### config.mk
export PLATFORM = sky130hd
export DESIGN_NAME = touch_i2c_target
export DESIGN_NICKNAME = d
export VERILOG_FILES = /design/src/rtl/touch_i2c_target.sv
export SDC_FILE = /design/constraint.sdc
export NUM_CORES = 1
export LEC_CHECK = 0
export CORE_MARGIN = 8
export CORE_UTILIZATION = 60
export DETAILED_ROUTE_END_ITERATION = 6
export PLACE_DENSITY_LB_ADDON = 0.1
export SLEW_MARGIN = 30
export SYNTH_ARGS = -nofsm -noshare
export SYNTH_HDL_FRONTEND = slang
export SYNTH_SLANG_ARGS = --single-unit
### constraint.sdc
create_clock -name clk -period 6.4 [get_ports clk]
set_input_delay 1.28 -clock clk [delete_from_list [all_inputs] [get_ports clk]]
set_output_delay 1.28 -clock clk [all_outputs]
set_load 0.005 [all_outputs]
### src/rtl/touch_i2c_target.sv
`default_nettype none
// +------------------------------------------------------------------------+
// | Module : touch_i2c_target                                              |
// | Brief  : I2C target emulating a capacitive touch controller. 16-bit    |
// |          register pointer with auto-increment, product-ID / status /   |
// |          coordinate registers, touch injection and INT pulse.          |
// | Rev    : 1.0  initial release                                          |
// +------------------------------------------------------------------------+
module touch_i2c_target #(
    parameter logic [6:0]  SLAVE_ADDR    = 7'h14,
    parameter logic [15:0] REG_BASE      = 16'h8140,
    parameter int          REG_WIN       = 32,
    parameter int          INT_PULSE_CYC = 100
) (
    input  logic        clk,
    input  logic        rst_n,
    input  logic        scl,
    input  logic        sda_i,
    output logic        sda_oe,
    input  logic        touch_req,
    input  logic [15:0] touch_x,
    input  logic [15:0] touch_y,
    output logic        touch_drop,
    output logic        int_n
);

    localparam int c_aw = $clog2(REG_WIN);
    localparam int c_cw = $clog2(INT_PULSE_CYC + 1);

    localparam logic [c_aw-1:0] c_off_status = c_aw'(14);
    localparam logic [c_aw-1:0] c_off_x_lo   = c_aw'(16);
    localparam logic [c_aw-1:0] c_off_x_hi   = c_aw'(17);
    localparam logic [c_aw-1:0] c_off_y_lo   = c_aw'(18);
    localparam logic [c_aw-1:0] c_off_y_hi   = c_aw'(19);
    localparam logic [c_cw-1:0] c_int_load   = c_cw'(INT_PULSE_CYC - 1);

    typedef enum logic [3:0] {
        ST_IDLE      = 4'd0,
        ST_ADDR      = 4'd1,
        ST_ADDR_ACK  = 4'd2,
        ST_REGH      = 4'd3,
        ST_REGH_ACK  = 4'd4,
        ST_REGL      = 4'd5,
        ST_REGL_ACK  = 4'd6,
        ST_WDATA     = 4'd7,
        ST_WDATA_ACK = 4'd8,
        ST_RDATA     = 4'd9,
        ST_RDATA_ACK = 4'd10,
        ST_WAIT_P    = 4'd11
    } state_t;

    // Bus synchronizers and previous-sample registers for edge detection
    logic [1:0]      r_scl_sync;
    logic [1:0]      r_sda_sync;
    logic            r_scl_d;
    logic            r_sda_d;

    // Protocol engine state
    state_t          r_state;
    logic [3:0]      r_bit_cnt;
    logic [7:0]      r_shift;
    logic [6:0]      r_tx;
    logic [15:0]     r_ptr;
    logic            r_rw;
    logic            r_mack;
    logic            r_sda_oe;

    // Register file and touch/interrupt state
    logic [7:0]      r_regs [REG_WIN];
    logic            r_drop;
    logic            r_int_n;
    logic [c_cw-1:0] r_int_cnt;

    logic            w_scl_s;
    logic            w_sda_s;
    logic            w_scl_rise;
    logic            w_scl_fall;
    logic            w_start;
    logic            w_stop;
    logic [15:0]     w_off;
    logic            w_mapped;
    logic [c_aw-1:0] w_idx;
    logic [7:0]      w_rd_data;
    logic            w_wr_en;
    logic            w_touch_accept;

    // ID bytes and coordinate registers cannot be written from the bus
    function automatic logic is_ro(input logic [c_aw-1:0] idx);
        return (idx < c_aw'(4)) || ((idx >= c_off_x_lo) && (idx <= c_off_y_hi));
    endfunction

    assign w_scl_s    = r_scl_sync[1];
    assign w_sda_s    = r_sda_sync[1];
    assign w_scl_rise = w_scl_s & ~r_scl_d;
    assign w_scl_fall = ~w_scl_s & r_scl_d;
    assign w_start    = w_scl_s & r_scl_d & r_sda_d & ~w_sda_s;
    assign w_stop     = w_scl_s & r_scl_d & ~r_sda_d & w_sda_s;

    assign w_off      = r_ptr - REG_BASE;
    assign w_mapped   = ({1'b0, w_off} < 17'(REG_WIN));
    assign w_idx      = w_off[c_aw-1:0];
    assign w_rd_data  = w_mapped ? r_regs[w_idx] : 8'h00;

    // Data byte commits on the 9th SCL rise of a write byte
    assign w_wr_en    = (r_state == ST_WDATA_ACK) && w_scl_rise && (r_bit_cnt == 4'd8)
                        && w_mapped && !is_ro(w_idx);

    assign w_touch_accept = touch_req & ~r_regs[c_off_status][7];

    assign sda_oe     = r_sda_oe;
    assign touch_drop = r_drop;
    assign int_n      = r_int_n;

    // Two-flop synchronizers on SCL/SDA plus one delayed copy for edges
    always_ff @(posedge clk) begin
        if (!rst_n) begin
            r_scl_sync <= 2'b11;
            r_sda_sync <= 2'b11;
            r_scl_d    <= 1'b1;
            r_sda_d    <= 1'b1;
        end else begin
            r_scl_sync <= {r_scl_sync[0], scl};
            r_sda_sync <= {r_sda_sync[0], sda_i};
            r_scl_d    <= w_scl_s;
            r_sda_d    <= w_sda_s;
        end
    end

    // I2C protocol FSM: shifts on SCL rise, changes SDA drive only on SCL fall
    always_ff @(posedge clk) begin
        if (!rst_n) begin
            r_state   <= ST_IDLE;
            r_bit_cnt <= 4'd0;
            r_shift   <= 8'h00;
            r_tx      <= 7'h00;
            r_ptr     <= 16'h0000;
            r_rw      <= 1'b0;
            r_mack    <= 1'b1;
            r_sda_oe  <= 1'b0;
        end else if (w_start) begin
            r_state   <= ST_ADDR;
            r_bit_cnt <= 4'd0;
            r_sda_oe  <= 1'b0;
        end else if (w_stop) begin
            r_state   <= ST_IDLE;
            r_bit_cnt <= 4'd0;
            r_sda_oe  <= 1'b0;
        end else begin
            case (r_state)
                ST_ADDR, ST_REGH, ST_REGL, ST_WDATA: begin
                    if (w_scl_rise && (r_bit_cnt < 4'd8)) begin
                        r_shift   <= {r_shift[6:0], w_sda_s};
                        r_bit_cnt <= r_bit_cnt + 4'd1;
                    end else if (w_scl_fall && (r_bit_cnt == 4'd8)) begin
                        r_sda_oe <= 1'b1;
                        case (r_state)
                            ST_ADDR: begin
                                if (r_shift[7:1] == SLAVE_ADDR) begin
                                    r_rw    <= r_shift[0];
                                    r_state <= ST_ADDR_ACK;
                                end else begin
                                    r_sda_oe <= 1'b0;
                                    r_state  <= ST_WAIT_P;
                                end
                            end
                            ST_REGH: begin
                                r_ptr[15:8] <= r_shift;
                                r_state     <= ST_REGH_ACK;
                            end
                            ST_REGL: begin
                                r_ptr[7:0] <= r_shift;
                                r_state    <= ST_REGL_ACK;
                            end
                            default: r_state <= ST_WDATA_ACK;
                        endcase
                    end
                end
                ST_ADDR_ACK, ST_REGH_ACK, ST_REGL_ACK, ST_WDATA_ACK: begin
                    if (w_scl_rise) begin
                        r_bit_cnt <= 4'd9;
                        if ((r_state == ST_WDATA_ACK) && (r_bit_cnt == 4'd8))
                            r_ptr <= r_ptr + 16'd1;
                    end else if (w_scl_fall && (r_bit_cnt == 4'd9)) begin
                        r_bit_cnt <= 4'd0;
                        r_sda_oe  <= 1'b0;
                        case (r_state)
                            ST_ADDR_ACK: begin
                                if (r_rw) begin
                                    // First read byte goes out right as the ACK is released
                                    r_tx     <= w_rd_data[6:0];
                                    r_sda_oe <= ~w_rd_data[7];
                                    r_ptr    <= r_ptr + 16'd1;
                                    r_state  <= ST_RDATA;
                                end else begin
                                    r_state <= ST_REGH;
                                end
                            end
                            ST_REGH_ACK: r_state <= ST_REGL;
                            default:     r_state <= ST_WDATA;
                        endcase
                    end
                end
                ST_RDATA: begin
                    if (w_scl_rise && (r_bit_cnt < 4'd8)) begin
                        r_bit_cnt <= r_bit_cnt + 4'd1;
                    end else if (w_scl_fall && (r_bit_cnt == 4'd8)) begin
                        r_sda_oe <= 1'b0;
                        r_state  <= ST_RDATA_ACK;
                    end else if (w_scl_fall && (r_bit_cnt != 4'd0)) begin
                        r_tx     <= {r_tx[5:0], 1'b0};
                        r_sda_oe <= ~r_tx[6];
                    end
                end
                ST_RDATA_ACK: begin
                    if (w_scl_rise) begin
                        r_mack    <= w_sda_s;
                        r_bit_cnt <= 4'd9;
                    end else if (w_scl_fall && (r_bit_cnt == 4'd9)) begin
                        r_bit_cnt <= 4'd0;
                        if (!r_mack) begin
                            r_tx     <= w_rd_data[6:0];
                            r_sda_oe <= ~w_rd_data[7];
                            r_ptr    <= r_ptr + 16'd1;
                            r_state  <= ST_RDATA;
                        end else begin
                            r_state <= ST_WAIT_P;
                        end
                    end
                end
                default: ;
            endcase
        end
    end

    // Register file: bus writes, touch injection (wins over a same-cycle status write)
    always_ff @(posedge clk) begin
        if (!rst_n) begin
            for (int i = 0; i < REG_WIN; i++)
                r_regs[i] <= 8'h00;
            r_regs[0] <= 8'h39;
            r_regs[1] <= 8'h31;
            r_regs[2] <= 8'h34;
            r_regs[3] <= 8'h37;
        end else begin
            if (w_wr_en && !(w_touch_accept && (w_idx == c_off_status)))
                r_regs[w_idx] <= r_shift;
            if (w_touch_accept) begin
                r_regs[c_off_x_lo]   <= touch_x[7:0];
                r_regs[c_off_x_hi]   <= touch_x[15:8];
                r_regs[c_off_y_lo]   <= touch_y[7:0];
                r_regs[c_off_y_hi]   <= touch_y[15:8];
                r_regs[c_off_status] <= 8'h81;
            end
        end
    end

    // Drop pulse and INT low-pulse timer (restarted by every accepted touch)
    always_ff @(posedge clk) begin
        if (!rst_n) begin
            r_drop    <= 1'b0;
            r_int_n   <= 1'b1;
            r_int_cnt <= '0;
        end else begin
            r_drop <= touch_req & r_regs[c_off_status][7];
            if (w_touch_accept) begin
                r_int_n   <= 1'b0;
                r_int_cnt <= c_int_load;
            end else if (!r_int_n) begin
                if (r_int_cnt == '0)
                    r_int_n <= 1'b1;
                else
                    r_int_cnt <= r_int_cnt - 1'b1;
            end
        end
    end

endmodule
`default_nettype wire

==> results.sh, run 1 <==
export IMPL_drt_pass1_iterations=5
export IMPL_post_cts_setup_buffers=0
export IMPL_io_buffers=39
export IMPL_hp_class="flip-flop to flip-flop"
export IMPL_clk_latency_ns=0.51
export IMPL_finalSetupViolCount=0
export IMPL_synth_distinct_cells=72
export IMPL_cts_buffer_depth=3
export IMPL_vias=10784
export IMPL_syn_to_final_growth_pct=10.8
export IMPL_final_cell_mix="248 x edfxtp_1, 197 x and2_1, 130 x nand2_1, 61 x nor2_1, 56 x dfxtp_1"
export IMPL_yosysSeqAreaShare_pct=57.3
export IMPL_crit_path_start_kind="primary input"
export IMPL_critPathCaptureType="flip-flop"
export IMPL_maxCapViolCount=0
export IMPL_relSlewSlack_pct=33.7
export IMPL_rsz0062_at_grt="no"
export IMPL_fin_crit_sh_pct=64.4
export IMPL_syn_area_um2=15300
export IMPL_start_util_pct=60.8
export IMPL_cts_max_level=2
export IMPL_dieArea_um2=30800
export IMPL_cts_resized=0
export IMPL_vdd_drop_max_v=0.000200
export IMPL_synth_edf_count=248
export IMPL_min_period_ns=4.12
export IMPL_r2r_start="r_ptr[1]"
export IMPL_crit_fanout=16
export IMPL_final_max_slew_viol_count=0
export IMPL_io_pins=40
export IMPL_yosysTopAreaCellShare_pct=48.8
export IMPL_grt_pass1_vias=10088
export IMPL_detail_route_antenna_nets=0
export IMPL_layout_drive_gt1_share_pct=9.00
export IMPL_criticalPathCategory="primary input to flip-flop"
export IMPL_synth_cells=1326
export IMPL_worst_slew_pin_slew_ns=0.969
export IMPL_async_flop_share_pct=0
export IMPL_route_final_wire_length_um=40400
export IMPL_crit_path_start="touch_req"
export IMPL_nets=1388
export IMPL_ctsHoldBuffers=0
export IMPL_final_common_cell="edfxtp_1"
export IMPL_fin_tns_setup_ns=0
export IMPL_die_h_um=175
export IMPL_clkSinkCount=313
export IMPL_clock_skew_ns=0.0135
export IMPL_hpwl_um=25400
export IMPL_leakage_nw=5.56
export IMPL_avgSynthCellArea_um2=11.5
export IMPL_antenna_found_initial=0
export IMPL_synth_top_area_cell="edfxtp_1"
export IMPL_fin_util_pct=67.3
export IMPL_grt_use_total_pct=26.1
export IMPL_yosys_register_bits=313
export IMPL_routed_via_density=6.36
export IMPL_synth_area_leaders="edfxtp_1 49%, dfxtp_1 8.5%, and2_1 8.1%"
export IMPL_power_density_nw_per_um2=258
export IMPL_status="completed"
export IMPL_diodes=0
export IMPL_grt_ovfl_total=0
export IMPL_crit_required_ns=6.62
export IMPL_rows=58
export IMPL_min_delay_start="r_scl_sync[0]"
export IMPL_fmax_mhz=243
export IMPL_fin_area_um2=16900
export IMPL_route_detailed_drc=0
export IMPL_wl_per_cell_um=23.8
export IMPL_cts_made_buffers=34
export IMPL_core_area_um2=25100
export IMPL_place_congestion=0.892
export IMPL_path_clk_slew_ns=0.06
export IMPL_hold_viol_final=0
export IMPL_dpl_cell_area_um2=15900
export IMPL_grt_pass1_wl_um=62000
export IMPL_ys_flop_type="edfxtp_1"
export IMPL_synth_warnings=0
export IMPL_cts_tree="built"
export IMPL_die_w_um=175
export IMPL_crit_arrival_ns=4.34
export IMPL_cts_root_buf="clkbuf_16"
export IMPL_grt_max_degree=74
export IMPL_drt_iter0_drc=1390
report_power, final:
part	internal [mW]	switching (mW)	leakage (nW)
Clock	1.07	0.772	0.500
Combinational	0.0795	0.109	2.13
Sequential	2.30	0.0424	2.93
Total	3.44	0.923	5.56
area by class of cell:
class                   count  area, um2
repair buffers             48        453
fillers                  1882       8200
inverters                  21       78.8
clock buffers              48        945
well taps                 330        413
multi-input cells         924       6170
flip-flops and latches    313       8760
clock inverters            12       83.8
registers in the layout, summed over array words and instances (netlist names):
name and count:
int_n 1, r_bit_cnt 4, r_int_cnt 7, r_mack 1
r_ptr 16, r_regs 256, r_rw 1, r_scl_d 1
r_scl_sync 2, r_sda_d 1, r_sda_sync 2, r_shift 8
r_state 4, r_tx 7, sda_oe 1, touch_drop 1
metal layers:
metal	track usage (%)	part of all wire [%]	up-vias
li1	-	-	4871
met1	36.5	41	5259
met2	41.4	46	569
met3	4.34	9.8	85
met4	8.27	3.0	0
met5	0	0	-
kinds of logic (layout without fill, tap and decap cells):
| kind of cell | count (synthesis) | after routing | share of synthesized area [%] |
|---|---|---|---|
| DFF | 313 | 313 | 57.3 |
| xor gates and xnor gates | 7 | 7 | 0.402 |
| muxes | 102 | 102 | 9.36 |
| and+or+nand+nor | 534 | 534 | 19.1 |
| other | 2 | 32 | 0.0492 |
| buffers and inverters | 119 | 129 | 3.11 |
| AOI/OAI and AO/OA | 240 | 240 | 9.95 |
| adders and majority gates | 9 | 9 | 0.738 |
cell usage after synthesis, drive strengths merged, types with 16 or more instances:
library cell and n:
a21oi 43, and2 197, buf 24, clkbuf 74, dfxtp 65, edfxtp 248
inv 21, mux2 16, mux2i 55, mux4 31, nand2 131, nand2b 19
nand3 32, nor2 62, o21ai 88
critical path, stage by stage:
cell,delay (ns)
clkdlybuf4s50_1,0.48
and3b_1,0.22
a221oi_1,0.44
nand4_1,0.73
nor2_1,0.95
o21ai_0,0.23
final timing paths:
check / end / slack, ns / cells past startpoint
max: r_regs[16][3] / 2.28 / 6
min: r_scl_sync[1] / 0.41 / 1
max reg2reg: r_regs[16][3] / 2.47 / 6
min reg2reg: r_scl_sync[1] / 0.41 / 1
metrics by stage:
stage | setup slack (ns) | hold WS [ns] | total power, mW | cells
finish | 2.28 | 0.406 | 4.37 | 1696
global placement | 1.85 | 0.390 | 2.56 | 1636
CTS | 2.27 | 0.407 | 4.38 | 1696
detailed placement | 1.75 | 0.394 | 2.57 | 1636
global route | 2.12 | 0.414 | 4.48 | 1696
floorplan | 2.76 | 0.386 | 2.48 | 1356
(Power assumes the default switching activity.)
==> inputs of run 2 (changes only) <==
==> constraint.sdc (replaced) <==
create_clock -name clk -period 4.25 [get_ports clk]
set_input_delay 0.85 -clock clk [delete_from_list [all_inputs] [get_ports clk]]
set_output_delay 0.85 -clock clk [all_outputs]
set_load 0.005 [all_outputs]
==> run 2 against run 1 <==
  * The flow now finishes with violations (design-rule violations)
  * Utilization up 1.5 points
  * Critical path depth is 1 higher
  * Combinational power is 62% higher
  * Critical path type is now flip-flop to flip-flop
  * Critical endpoint is now r_regs[13][6]
==> results.sh, run 2 (same netlist as run 1, synthesis figures left out) <==
export IMPL_worst_slack_ns=0.787
export IMPL_fin_area_um2=17300
export IMPL_dpl_cell_area_um2=16100
export IMPL_hpwl_um=26000
export IMPL_vias=10908
export IMPL_fin_util_pct=68.8
export IMPL_rows=58
export IMPL_antenna_found_initial=0
export IMPL_critPathCaptureType="flip-flop"
export IMPL_cts_tree="built"
export IMPL_diodes=0
export IMPL_hold_viol_final=0
export IMPL_drt_pass1_iterations=7
export IMPL_route_detailed_drc=6
export IMPL_core_area_um2=25100
export IMPL_crit_required_ns=4.47
export IMPL_crit_path_start="r_ptr[0]"
export IMPL_maxCapViolCount=0
export IMPL_seq_power_share_pct=51.3
export IMPL_max_stage_delay_ns=0.66
export IMPL_cts_made_buffers=35
export IMPL_whs_ns=0.407
export IMPL_cts_buffer_depth=3
export IMPL_violations="design-rule violations"
export IMPL_final_common_cell="edfxtp_1"
export IMPL_drt_iter0_drc=1382
export IMPL_die_h_um=175
export IMPL_cts_root_buf="clkbuf_16"
export IMPL_dpl_worst_slack_ns=0.741
export IMPL_criticalPathCategory="flip-flop to flip-flop"
export IMPL_path_cells="inv_2, ha_1, and3b_1, a221oi_1, nand4_1, o21ai_0, buf_4"
export IMPL_p_switching_mw=1.45
export IMPL_crit_arrival_ns=3.68
export IMPL_final_cell_mix="248 x edfxtp_1, 197 x and2_1, 130 x nand2_1, 67 x o21ai_0, 61 x nor2_1"
export IMPL_cts_resized=0
export IMPL_wl_per_cell_um=23.5
export IMPL_place_congestion=0.914
export IMPL_grt_pass1_vias=10562
export IMPL_io_pins=40
export IMPL_largest_register_ffs=256
export IMPL_crit_fanout=17
export IMPL_ctsHoldBuffers=0
export IMPL_fmax_mhz=289
export IMPL_grt_max_degree=73
export IMPL_finalSetupViolCount=0
export IMPL_leakage_nw=5.80
export IMPL_power_density_nw_per_um2=397
export IMPL_place_inst=1669
export IMPL_fin_tns_setup_ns=0
export IMPL_clock_skew_ns=0.0144
export IMPL_layout_drive_gt1_share_pct=12.0
export IMPL_routed_via_density=6.30
export IMPL_vdd_drop_max_v=0.000366
export IMPL_detail_route_antenna_nets=0
export IMPL_status="finished, violations left"
export IMPL_io_buffers=39
export IMPL_die_w_um=175
export IMPL_relSlewSlack_pct=40.8
export IMPL_post_cts_setup_buffers=0
export IMPL_rsz0062_at_grt="no"
export IMPL_route_final_wire_length_um=40700
export IMPL_power_frac_comb_pct=4.5
export IMPL_crit_path_start_kind="flip-flop"
export IMPL_hold_depth=1
export IMPL_clkSinkCount=313
export IMPL_grt_ovfl_total=0
export IMPL_hp_class="flip-flop to flip-flop"
export IMPL_top_register="r_regs"
export IMPL_grt_use_total_pct=26.3
export IMPL_min_period_ns=3.46
export IMPL_nets=1422
export IMPL_cts_max_level=2
export IMPL_worst_slew_pin_slew_ns=0.888
export IMPL_power_share_clock_pct=44.2
export IMPL_intPower_mw=5.40
export IMPL_final_max_slew_viol_count=0
export IMPL_grt_pass1_wl_um=62700
export IMPL_dieArea_um2=30800
export IMPL_swShare_pct=21.2
export IMPL_instances_no_fill=1731
export IMPL_slowest_stage="dfxtp_2"
export IMPL_power_mw=6.85
export IMPL_path_clk_slew_ns=0.06
export IMPL_r2r_cells=7
export IMPL_clk_latency_ns=0.51
export IMPL_reg_top3="r_regs: 256 flops, r_ptr: 16 flops, r_shift: 8 flops"
export IMPL_r2r_start="r_ptr[0]"
export IMPL_start_util_pct=60.8
export IMPL_min_delay_start="r_sda_sync[0]"
export IMPL_syn_to_final_growth_pct=13.2
export IMPL_fin_crit_sh_pct=81.5
## run 2: cell count changes in the layout (fill, tap and decap cells not counted), moves of 2 or more
cell	delta
o21ai_1	-17
clkbuf_16	+2
clkbuf_1	-10
clkinv_1	-3
buf_4	+33
o21ai_0	+17
clkinv_2	+8
dfxtp_2	-3
dfxtp_1	+3
clkinvlp_4	+3
bufinv_16	+2
## run 2: layout make-up
type,count,area (um2)
Fill cell,1841,7840
Tap cell,330,413
Multi-Input combinational cell,924,6170
Clock buffer,41,971
Clock inverter,21,186
Timing Repair Buffer,81,701
Sequential cell,313,8760
Inverter,21,78.8
## run 2: power groups by stage
stage	Combinational [mW]	Sequential, mW	Clock [mW]
global placement	0.294	3.57	0
detailed placement	0.300	3.58	0
finish	0.306	3.52	3.03
global route	0.330	3.53	3.16
CTS	0.305	3.51	3.05
floorplan	0.184	3.55	0
## run 2: path summary, 6_finish.rpt
check	slack [ns]	to
setup / recovery	0.79	r_regs[13][6]
hold / removal	0.41	r_sda_sync[1]
setup reg to reg	0.79	r_regs[13][6]
hold reg to reg	0.41	r_sda_sync[1]
## run 2: routing by layer
metal  part of all wire (%)  GRT usage (%)
met4                    3.9           10.8
met2                     46           41.9
met3                    9.0           4.83
met5                      0              0
met1                     41           35.3
## run 2: worst max-delay path: cells and delay by family (launching register included)
| family | cells | cell delay, ns |
|---|---|---|
| adders and majority gates | 1 | 0.30 |
| and+or+nand+nor | 2 | 0.88 |
| buffers and inverters | 2 | 0.45 |
| DFF | 1 | 0.66 |
| AOI/OAI and AO/OA | 2 | 0.86 |
